### src/rtl/dtree_pkg.sv
// Shared bin geometry, bin-index helper and drain state encoding for the dtree histogram blocks.
package dtree_pkg;

  localparam int NUM_BINS  = 16;
  localparam int BIN_WIDTH = 4;

  typedef enum logic {
    S_IDLE,
    S_DRAIN
  } state_t;

  function automatic logic [BIN_WIDTH-1:0] bin_of(input logic [1:0] level, input logic [1:0] path);
    return {level, path};
  endfunction

endpackage

### src/rtl/dtree_sat_counter.sv
// Saturating (or wrapping) incrementer with synchronous clear; clear wins over increment.
// Latency 1 cycle from inc/clr to count; no backpressure.
module dtree_sat_counter #(
  parameter int WIDTH = 8,
  parameter bit WRAP  = 1'b0
) (
  input  logic             clk,
  input  logic             reset,
  input  logic             clr,
  input  logic             inc,
  output logic [WIDTH-1:0] count
);

  logic [WIDTH-1:0] count_q;
  logic [WIDTH-1:0] count_d;

  always_comb begin
    count_d = count_q;
    if (clr) begin
      count_d = '0;
    end else if (inc && (WRAP || (count_q != {WIDTH{1'b1}}))) begin
      count_d = count_q + WIDTH'(1);
    end
  end

  always_ff @(posedge clk) begin
    if (!reset) begin
      count_q <= '0;
    end else begin
      count_q <= count_d;
    end
  end

  assign count = count_q;

endmodule

### src/rtl/dtree_class_histogram.sv
// Per-leaf histogram over fixed windows; snapshot streamed out one bin per beat.
// Latency 1 cycle close->out_valid; out_ready stalls only the stream, never accumulation.
module dtree_class_histogram
  import dtree_pkg::*;
#(
  parameter int COUNT_WIDTH   = 8,
  parameter int WINDOW_EVENTS = 64,
  parameter int OVR_WIDTH     = 8
) (
  input  logic                   clk,
  input  logic                   reset,
  input  logic [1:0]             level,
  input  logic [1:0]             path,
  input  logic                   in_valid,
  output logic [BIN_WIDTH-1:0]   out_bin,
  output logic [COUNT_WIDTH-1:0] out_count,
  output logic                   out_valid,
  input  logic                   out_ready,
  output logic                   out_last,
  output logic [OVR_WIDTH-1:0]   overrun
);

  localparam int WIN_W = (WINDOW_EVENTS > 1) ? $clog2(WINDOW_EVENTS) : 1;

  logic [BIN_WIDTH-1:0]   bin;
  logic [WIN_W-1:0]       win_cnt;
  logic                   win_close;
  logic                   ovr_inc;
  logic [COUNT_WIDTH-1:0] live     [NUM_BINS];
  logic [COUNT_WIDTH-1:0] live_inc [NUM_BINS];

  state_t                 state_q,     state_d;
  logic [BIN_WIDTH-1:0]   out_bin_q,   out_bin_d;
  logic [COUNT_WIDTH-1:0] out_count_q, out_count_d;
  logic [COUNT_WIDTH-1:0] snap_q [NUM_BINS];
  logic [COUNT_WIDTH-1:0] snap_d [NUM_BINS];
  logic [BIN_WIDTH-1:0]   bin_next;

  assign bin       = bin_of(level, path);
  assign win_close = in_valid && (win_cnt == WIN_W'(WINDOW_EVENTS - 1));
  assign bin_next  = out_bin_q + BIN_WIDTH'(1);

  for (genvar b = 0; b < NUM_BINS; b++) begin : g_live
    dtree_sat_counter #(.WIDTH(COUNT_WIDTH), .WRAP(1'b0)) u_bin (
      .clk   (clk),
      .reset (reset),
      .clr   (win_close),
      .inc   (in_valid && (bin == BIN_WIDTH'(b))),
      .count (live[b])
    );
  end

  dtree_sat_counter #(.WIDTH(WIN_W), .WRAP(1'b1)) u_win (
    .clk   (clk),
    .reset (reset),
    .clr   (win_close),
    .inc   (in_valid),
    .count (win_cnt)
  );

  dtree_sat_counter #(.WIDTH(OVR_WIDTH), .WRAP(1'b0)) u_ovr (
    .clk   (clk),
    .reset (reset),
    .clr   (1'b0),
    .inc   (ovr_inc),
    .count (overrun)
  );

  // Live value as it will be after this edge's event, so the closing event lands in the snapshot.
  always_comb begin
    for (int b = 0; b < NUM_BINS; b++) begin
      live_inc[b] = live[b];
      if (in_valid && (bin == BIN_WIDTH'(b)) && (live[b] != {COUNT_WIDTH{1'b1}})) begin
        live_inc[b] = live[b] + COUNT_WIDTH'(1);
      end
    end
  end

  always_comb begin
    state_d     = state_q;
    out_bin_d   = out_bin_q;
    out_count_d = out_count_q;
    ovr_inc     = 1'b0;
    for (int b = 0; b < NUM_BINS; b++) begin
      snap_d[b] = snap_q[b];
    end

    case (state_q)
      S_IDLE: begin
        if (win_close) begin
          for (int b = 0; b < NUM_BINS; b++) begin
            snap_d[b] = live_inc[b];
          end
          state_d     = S_DRAIN;
          out_bin_d   = '0;
          out_count_d = live_inc[0];
        end
      end
      S_DRAIN: begin
        // A close on the final-handshake edge still sees DRAIN and is dropped.
        ovr_inc = win_close;
        if (out_ready) begin
          if (out_bin_q == BIN_WIDTH'(NUM_BINS - 1)) begin
            state_d     = S_IDLE;
            out_bin_d   = '0;
            out_count_d = '0;
          end else begin
            out_bin_d   = bin_next;
            out_count_d = snap_q[bin_next];
          end
        end
      end
      default: begin
        state_d = S_IDLE;
      end
    endcase
  end

  always_ff @(posedge clk) begin
    if (!reset) begin
      state_q     <= S_IDLE;
      out_bin_q   <= '0;
      out_count_q <= '0;
      for (int b = 0; b < NUM_BINS; b++) begin
        snap_q[b] <= '0;
      end
    end else begin
      state_q     <= state_d;
      out_bin_q   <= out_bin_d;
      out_count_q <= out_count_d;
      for (int b = 0; b < NUM_BINS; b++) begin
        snap_q[b] <= snap_d[b];
      end
    end
  end

  assign out_valid = (state_q == S_DRAIN);
  assign out_bin   = out_bin_q;
  assign out_count = out_count_q;
  assign out_last  = out_valid && (out_bin_q == BIN_WIDTH'(NUM_BINS - 1));

endmodule

### config.mk
export PLATFORM = sky130hd
export DESIGN_NAME = dtree_class_histogram
export DESIGN_NICKNAME = d
export VERILOG_FILES = /design/src/rtl/dtree_pkg.sv /design/src/rtl/dtree_sat_counter.sv /design/src/rtl/dtree_class_histogram.sv
export SDC_FILE = /design/constraint.sdc
export NUM_CORES = 1
export LEC_CHECK = 0
export BUFFER_PORTS_ARGS = -buffer_cell sky130_fd_sc_hd__buf_2
export CORE_AREA = 2 2 149 151
export CTS_CLUSTER_SIZE = 30
export DETAILED_ROUTE_END_ITERATION = 6
export DIE_AREA = 0 0 151 153
export GPL_TIMING_DRIVEN = 0
export PLACE_DENSITY = 0.76
export SYNTH_ARGS = -nofsm -noshare
export SYNTH_HDL_FRONTEND = slang
export SYNTH_SLANG_ARGS = --single-unit
### constraint.sdc
create_clock -name clk -period 13 [get_ports clk]
set_input_delay 1.95 -clock clk [delete_from_list [all_inputs] [get_ports clk]]
set_output_delay 1.95 -clock clk [all_outputs]
set_load 0.005 [all_outputs]
; ---- Word level (Yosys, flattened, before mapping)
; Memory sizes are Yosys's and may differ from the RTL's.
; Index checks and enable logic that the tools add are counted.
[totals]
reg_bits = 155
ram_bits = 128
inputBits = 8
out_inout_bits = 22
wordCells = 185
mem_count = 1
[memory_table]
columns = name, words, word_bits, read_ports, rd_clocked_by_memory_dff, wr, line_no
row1 = snap_q, 16, 8, 1, 0, 16, dtree_class_histogram.sv:35  ; logic [COUNT_WIDTH-1:0] snap_q [NUM_BINS];
[op_classes]
addsub = 19
n_eq_ne = 38
n_mux = 49
n_bitwise = 18
reduce_logical = 39
[op_table]
columns = cell, n
row1 = $mux W8, 35
row2 = $mux W128, 2
row3 = $add A8 B1 Y8 const B, 17
row4 = $ne A8 B8 Y1 const B, 17
row5 = $eq A4 B4 Y1 const B, 9
row6 = $logic_and A1 B1 Y1, 35
row7 = $eq A4 B3 Y1 const B, 4
row8 = $or A1 B1 Y1, 16
row9 = $pmux W8 S2, 1
row10 = $mux W4, 3
row11 = $eq A4 B2 Y1 const B, 2
row12 = $pmux W4 S2, 1
row13 = $add A6 B1 Y6 const B, 1
row14 = $eq A6 B6 Y1 const B, 1
row15 = $mux W1, 6
row16 = $add A4 B1 Y4 const B, 1
row17 = $eq A4 B1 Y1 const B, 1
row18 = $logic_not A4 Y1, 1
row19 = $ne A2 B2 Y1 const B, 2
row20 = $reduce_and A3 Y1, 1
row21 = $ne A2 B1 Y1 const B, 1
row22 = $not A1 Y1, 2
row23 = $pmux W1 S2, 1
row24 = $reduce_and A2 Y1, 1
row25 = 2 further kinds, 2

; ---- Depth between registers and ports, before layout
; Gate-level depths: netlist (run 1).
[logic_depth]
depth_word = 7
ltp_mapped = 9
mapped_depth_nobuf = 6

; ---- Cells and area by module
; A second synthesis (run 1) with hierarchy kept.
[unflattened]
cells_unflattened = 1685
hier_area_um2 = 16186.8
[by_module_without_submodules]
columns = mod, instances, cells_each, area_per_inst_um2, seq_area_each_um2
row1 = dtree_class_histogram, 1, 878, 8773.4, 4103.9
row2 = dtree_sat_counter at g_live[0].u_bin ..., 17, 46, 421.7, 160.2
row3 = dtree_sat_counter at u_win, 1, 25, 245.2, 120.1

; ---- Worst setup path after synthesis (run 1)
; OpenSTA, ideal clock, no wires.
[synth_path]
path_type = input to register
start = in in_valid
end = mem snap_q[0][0], enable pin
setup_ns = 0.792
arrival_time_ns = 11.378
required_ns = 12.208
slack_ns = 0.830
stages = 4
n_path_buf = 1
path_cell_list = and4_1 clkbuf_1 nand3_1 o21ai_0
[synth_rtl]
columns = item, line_no
row1 = from (decl), dtree_class_histogram.sv:14  ; input logic in_valid,
row2 = to (decl), dtree_class_histogram.sv:35

; ---- Worst setup path after layout (run 1)
[layout_path]
start = reg out_bin_q[1] (netlist: out_bin[1])
end = out out_last
[layout_between]
elab_chain_cells = 2
[layout_rtl]
columns = item, line_no
row1 = from (decl), dtree_class_histogram.sv:33  ; logic [BIN_WIDTH-1:0] out_bin_q, out_bin_d;
row2 = from (signal assigned), dtree_class_histogram.sv:129  ; out_bin_q <= out_bin_d;
row3 = $eq A4 B4 Y1, dtree_class_histogram.sv:140  ; assign out_last = out_valid && (out_bin_q == BIN_WIDTH'(NUM_BINS - 1));
row4 = $logic_and A1 B1 Y1, dtree_class_histogram.sv:140
row5 = to (decl), dtree_class_histogram.sv:19  ; output logic out_last,
; Every way passes these cells.

==> impl_results.md, run 1 <==
* Run status: finished clean
* Post-layout minimum cycle time at ~4000 ps
* Number of placement rows at 54
* Hold Vio Cnt, Final at 0
* Distinct cell type count after synthesis at 61
* Type of the worst setup path: register to primary output
* DRC violation total after the first TritonRoute iteration at 705
* CP Cell Sequence: ha_1 > buf_2 > nand3_1 > nor2_1 > buf_2
* Worst path top cell family by delay: simple AND/OR/NAND/NOR gates
* Remaining number of nets flagged by the antenna check after routing at 0
* Total via count after detailed routing at 9104
* Clock-pin transition on the worst setup and hold timing paths at 60 ps
* Placed cell count at 1482
* Number of hold-repair buffers added at the cts stage at 0
* Library cell occupying the most area in the post-synthesis netlist: edfxtp_1
* Number of top-level design ports at 30
* Post-DP Area at 13300 sq um
* Mean cell area of the mapped netlist at 10.9 sq um
* Maximum fanout along the worst path at 7
* H-tree depth at 1
* Area of the die at 23100 sq um
* Overall Global Routing Usage at 0.266
* Post-detail-place hpwl at roughly 22000 microns
* Core box area at about 21000 sq um
* Most frequent cell on the critical path: buf_2
* Post-synth ARST share at 0
* Routed via count divided by cell count at 5.93
* Maximum vdd drop at approximately 0.00012 V
* Initial antenna violation count at 0
* Final global-route overflow total at 0
* Share of the clock period used by the worst path after layout at 0.310
* Max Cap Violations at 0
* Total Wirelength at 30400 microns
* Share of the synthesized area in the top cell type at 0.303
* First-pass GRT wire length at 47000 microns
* Tot Pwr at 0.00182 W
* Largest net degree at the start of global routing at 33
* Post-CTS Resized at 0
* Worst-case headroom to the max-slew limit at 0.272
* Synthesized area at 12700 sq um
* Initial Util at 0.590
* Number of enable flip-flop cells after synthesis at 128
* Slowest stage cell on the critical path: dfxtp_1
* DRT Pass-1 Iters at 6
* Buf+Inv Stages, Crit Path at 2
* # setup viols final at 0
* Count of input and output buffers at 29
* Flip-flop and latch count after synthesis at 283
* Clock insertion delay at the later pin of the skew report at 550 ps
* Fmax achieved at between 200 and 250 MHz
* Clock sink total at 283
* Ant diodes at 0
* Area used by multi-input combinational logic at ~5500 sq um
* Seq. cell area at about 6900 sq um
* RSZ-0062 raised after global routing: false
* CP max stage delay at 490 ps
* Number of max-slew violations in the final report at 0
* Sequential element share of the synthesized area at 0.548
* Floorplan die height at about 150 microns
* WL/cell at 19.8 microns
* Number of buffers created by CTS at 29
* Worst endpoint required time at 11050 ps
* Final instance area at ~14000 sq um
* Buffer type at the clock tree root: clkbuf_16
* Number of buffers inserted by post-CTS setup repair at 0
* Routability Congestion at 0.956
* Residual DRC count at 0
* Final nets at 1260
* Cell types occupying the most area after synthesis: edfxtp_1, dfxtp_1, nor2_1
* Worst Clk Skew at 14.5 ps
* Number of buffers on the longest clock path at 3
* CTS tree: done
* Synth Net Count at 1196
* Hold WC Path Type: register to register
* PwrDens at 128 nW/um^2
* Fillcell total at 1622
* Horiz. Die Dim at 151 microns
* Area delta synth->final at 12.0%
* Kind of start point of the critical path: register
* Reported leakage power at approximately 4.9 nW
* Slew @ Worst Pin at around 1100 ps
* Fraction of layout instances using a drive strength above 1 at 0.120
* Warnings from Yosys at 0
* Final Non-Filler Cells at 1535
* Critical path capture point type: primary output
* Vias in the first global route at 8765
* Data arrival time of the worst path at 2080 ps
* Predominant post-synthesis flop cell: dfxtp_1
* Gate Count Post-Synth at 1169
-- flip-flops by register name, indices dropped and copies added, names as in the netlist --
| name | flops |
|---|---|
| g_live.u_bin.count | 128 |
| snap_q | 128 |
| out_count | 8 |
| u_ovr.count | 8 |
| u_win.count | 6 |
| out_bin | 4 |
| out_valid | 1 |
-- placed cells by master, fill, tap and decap left out, types with 4 or more instances in the layout --
master,n
xor2_1,65
nand3_1,43
nand2_1,62
clkinv_2,8
a21oi_1,8
nand3b_1,6
xnor2_1,44
ha_1,19
dfxtp_1,155
o211a_1,4
nand2b_1,10
o22ai_1,4
and4_1,4
nor2_1,288
nand4_1,43
buf_2,45
o2111ai_1,4
clkbuf_8,4
clkbuf_1,32
clkbuf_16,29
and3_1,24
nor3b_1,4
and2_1,16
inv_1,8
o21ai_0,13
mux2_2,5
edfxtp_1,128
nor3_1,24
nor4_1,4
mux2i_1,47
mux4_2,26
buf_4,5
nor2b_1,5
o211ai_1,7
-- tightest hold or removal path, delay by kind of cell, from the launching register on --
family / cells / cell delay (ps)
compound gates: 2 / 140
flops: 1 / 330
-- where the power goes --
group / switching, W / leakage (nW) / internal [W] / total (W)
Sequential: 0.00000996 / 2.48 / 0.000949 / 0.000959
Combinational: 0.0000400 / 1.99 / 0.0000182 / 0.0000581
Clock: 0.000333 / 0.457 / 0.000471 / 0.000804
-- cell type report --
class,instances,share of cell area
flip-flops and latches,283,0.489
multi-input cells,826,0.385
clock buffers,40,0.0568
well taps,280,0.0247
plain buffers,52,0.0176
repair buffers,33,0.0164
clock inverters,13,0.00810
inverters,8,0.00211
-- Yosys cell counts, types with 19 or more instances --
library cell	count
mux4_2	26
and3_1	24
ha_1	19
nor2_1	288
clkbuf_1	25
nand2_1	62
dfxtp_1	155
edfxtp_1	128
xor2_1	65
xnor2_1	44
nand3_1	43
nor3_1	24
nand4_1	43
mux2i_1	47
-- metrics by stage --
step | util | setup slack (ps) | hold slack (ps) | TNS, ps
2_1_floorplan | - | 830 | 487 | 0
3_3_place_gp | 0.614 | -3230 | 506 | -411830
3_5_place_dp | 0.618 | 8660 | 504 | 0
4_1_cts | 0.661 | 8980 | 516 | 0
5_1_grt | 0.661 | 8870 | 570 | 0
6_report | 0.661 | 8970 | 515 | 0
-- layer usage --
layer	routed length [microns]	global-route usage
met1	13100	0.372
met2	13700	0.409
met3	2190	0.0540
met4	1300	0.105
met5	0	0
-- worst paths after layout --
check / start / to / slack (ps) / cells after the start
min: u_ovr.count[1]$_SDFFE_PN0P_ / u_ovr.count[1]$_SDFFE_PN0P_ / 510 / 2
min reg2reg: u_ovr.count[1]$_SDFFE_PN0P_ / u_ovr.count[1]$_SDFFE_PN0P_ / 510 / 2
max: out_bin[1]$_SDFFE_PN0P_ / out_last / 8970 / 5
max reg2reg: u_win.count[0]$_SDFFE_PP0P_ / g_live[6].u_bin.count[5]$_SDFF_PP0_ / 10140 / 8
-- logic make-up after synthesis --
logic type,Yosys count,synth area share
AO/OA/AOI/OAI,75,0.0494
XOR/XNOR,109,0.0752
adder cells (fa/ha/maj),19,0.0187
buffers and inverters,60,0.0221
flip-flops,283,0.548
multiplexers,78,0.0877
AND/OR/NAND/NOR,545,0.199
No activity file was read; power rests on OpenSTA's default activity.
==> run 2, diff against run 1 <==
==> constraint.sdc (replaced) <==
create_clock -name clk -period 4.1 [get_ports clk]
set_input_delay 0.615 -clock clk [delete_from_list [all_inputs] [get_ports clk]]
set_output_delay 0.615 -clock clk [all_outputs]
set_load 0.005 [all_outputs]
==> run 2 against run 1 <==
Compared with the run above: core utilization is 0.38 points higher; highest routed layer unchanged; largest power group unchanged; sequential power grew to 3.2 times the previous value; via count is 1.3% higher; sequential cell count stayed put; critical endpoint is now out_count[4]$_SDFFE_PN0P_; combinational power grew to 3.2 times the previous value; die area stayed put; hold slack better by 11 ps; critical path type is now register to register; non-clock buffer count stayed put; clock power grew to 3.4 times the previous value; total power grew to 3.3 times the previous value; sequential share of layout area is 0.28 points lower.
==> impl_results.md, run 2 (same netlist as run 1, synthesis figures left out) <==
* DRC violation total after the first TritonRoute iteration at 855 (was 705)
* Critical path capture point type: register (was primary output)
* Maximum vdd drop at 0.000360 V (was 0.000121 V)
* Number of max-slew violations in the final report at 0 (unchanged)
* Worst-case headroom to the max-slew limit at 0.290 (was 0.272)
* Slew @ Worst Pin at 1060 ps (was 1080 ps)
* Maximum fanout along the worst path at 10 (was 7)
* Commonest cells after routing, fill and taps aside: nor2_1, dfxtp_1, edfxtp_1, xor2_1, nand2_1 (unchanged)
* Worst reg2reg path depth at 7 (was 8)
* Residual DRC count at 0 (unchanged)
* PnR worst setup slack at 1180 ps (was 8970 ps)
* Count of input and output buffers at 29 (unchanged)
* Vias in the first global route at 8756 (was 8765)
* Fmax achieved at around 340 MHz
* Data arrival time of the worst path at 3360 ps (was 2080 ps)
* Number of hold-repair buffers added at the cts stage at 0 (unchanged)
* Total Wirelength at 31300 microns (was 30400 microns)
* Type of the worst setup path: register to register (was register to primary output)
* Final global-route overflow total at 0 (unchanged)
* Final nets at 1261 (was 1260)
* Largest net degree at the start of global routing at 32 (was 33)
* Hold WC Path Type: primary input to register (was register to register)
* Number of buffers on the longest clock path at 3 (unchanged)
* Kind of start point of the critical path: register (unchanged)
* Post-CTS Resized at 0 (unchanged)
* Met1 global-route usage at 0.382 (was 0.372)
* Overall Global Routing Usage at 0.271 (was 0.266)
* Buffer type at the clock tree root: clkbuf_16 (unchanged)
* Post-Place Worst Slack at 1110 ps (was 8660 ps)
* Post-layout minimum cycle time at roughly 2900 ps
* WL/cell at 20.3 microns (was 19.8 microns)
* Initial antenna violation count at 0 (unchanged)
* Fraction of layout instances using a drive strength above 1 at 0.122 (was 0.120)
* PwrDens at 419 nW/um^2 (was 128 nW/um^2)
* Worst endpoint required time at 4540 ps (was 11050 ps)
* Area delta synth->final at 12.6% (was 12.0%)
* Area of the die at 23100 sq um (unchanged)
* Run status: finished clean (unchanged)
* Met3 demand-to-capacity share in global routing at 0.0370 (was 0.0540)
* Ant diodes at 0 (unchanged)
* Clock-pin transition on the worst setup and hold timing paths at 60 ps (about the same)
* First-pass GRT wire length at 48000 microns (was 47000 microns)
* Depth of the worst hold-timing path at 5 (was 2)
* Hold Vio Cnt, Final at 0 (unchanged)
* Post-detail-place hpwl at 22300 microns (about the same)
* Initial Util at 0.590 (unchanged)
* Routed via count divided by cell count at 6.00 (was 5.93)
* DRT Pass-1 Iters at 5 (was 6)
* Routability Congestion at 0.955 (was 0.956)
* Floorplan die height at 153 microns (unchanged)
* Number of placement rows at 54 (unchanged)
* Total via count after detailed routing at 9223 (was 9104)
* GR peak layer: met2 (unchanged)
* Core box area at 21500 sq um (unchanged)
* Number of top-level design ports at 30 (unchanged)
* Number of buffers inserted by post-CTS setup repair at 0 (unchanged)
* CTS tree: done (unchanged)
* Most frequent standard cell in the layout excluding fill and tap cells: nor2_1 (unchanged)
* Utilization of the core after routing at 0.665 (was 0.661)
* Max Cap Violations at 0 (unchanged)
* Clock sink total at 283 (unchanged)
* H-tree depth at 1 (unchanged)
* Worst Clk Skew at 12.1 ps (was 14.5 ps)
* # setup viols final at 0 (unchanged)
* Reported leakage power at 4.97 nW (was 4.93 nW)
* Clock insertion delay at the later pin of the skew report at 550 ps (about the same)
* Number of buffers created by CTS at 30 (was 29)
* Horiz. Die Dim at 151 microns (unchanged)
* Share of the clock period used by the worst path after layout at 0.711
* RSZ-0062 raised after global routing: false (unchanged)
* Global-route met2 utilization at 0.437 (was 0.409)
* Remaining number of nets flagged by the antenna check after routing at 0 (unchanged)
run 2: report_power, final:
part,internal (W),switching (W)
combinational,0.0000571,0.000129
clock,0.00166,0.00109
sequential,0.00301,0.0000319
run 2: path summary, 6_finish.rpt:
kind	start	slack, ps	end
worst min-delay path	out_ready	530	out_bin[0]$_SDFFE_PN0P_
worst max-delay path	out_bin[1]$_SDFFE_PN0P_	1180	out_count[4]$_SDFFE_PN0P_
worst max register to register	out_bin[1]$_SDFFE_PN0P_	1180	out_count[4]$_SDFFE_PN0P_
worst min register to register	g_live[9].u_bin.count[7]$_SDFF_PP0_	540	g_live[9].u_bin.count[7]$_SDFF_PP0_
run 2: area by class of cell:
class,instances,area (sq um)
fill,1628,7200
inverter,8,30.0
timing repair buffer,33,225
clock inverter,12,138
clock buffer,44,875
buffer,52,250
sequential,283,6950
multi-input combinational,826,5470
tap,280,350
run 2: critical path: stages, from the launching register on:
cell and delay (ps):
dfxtp_1 400, ha_1 310, buf_2 230, clkbuf_1 670, mux4_2 470, mux2i_1 250
o21ai_0 160, o221a_2 320
run 2: metal layers:
| metal | vias to the layer above | routed length [microns] |
|---|---|---|
| li1 | 4290 | - |
| met1 | 4461 | 13100 |
| met2 | 391 | 14800 |
| met3 | 81 | 2410 |
| met4 | 0 | 1020 |
| met5 | - | 0 |
run 2: metrics by stage:
stage	setup TNS, ps	instances	hold slack (ps)	power, W	cell area [sq um]
after detailed placement	0	1482	516	0.00328	13300
final	0	1538	526	0.00598	14300
after global routing	0	1538	561	0.00613	14300
after global placement	-102580	1478	510	0.00328	13200
after CTS	0	1538	500	0.00601	14300
after floorplan	0	1169	487	0.00320	12700
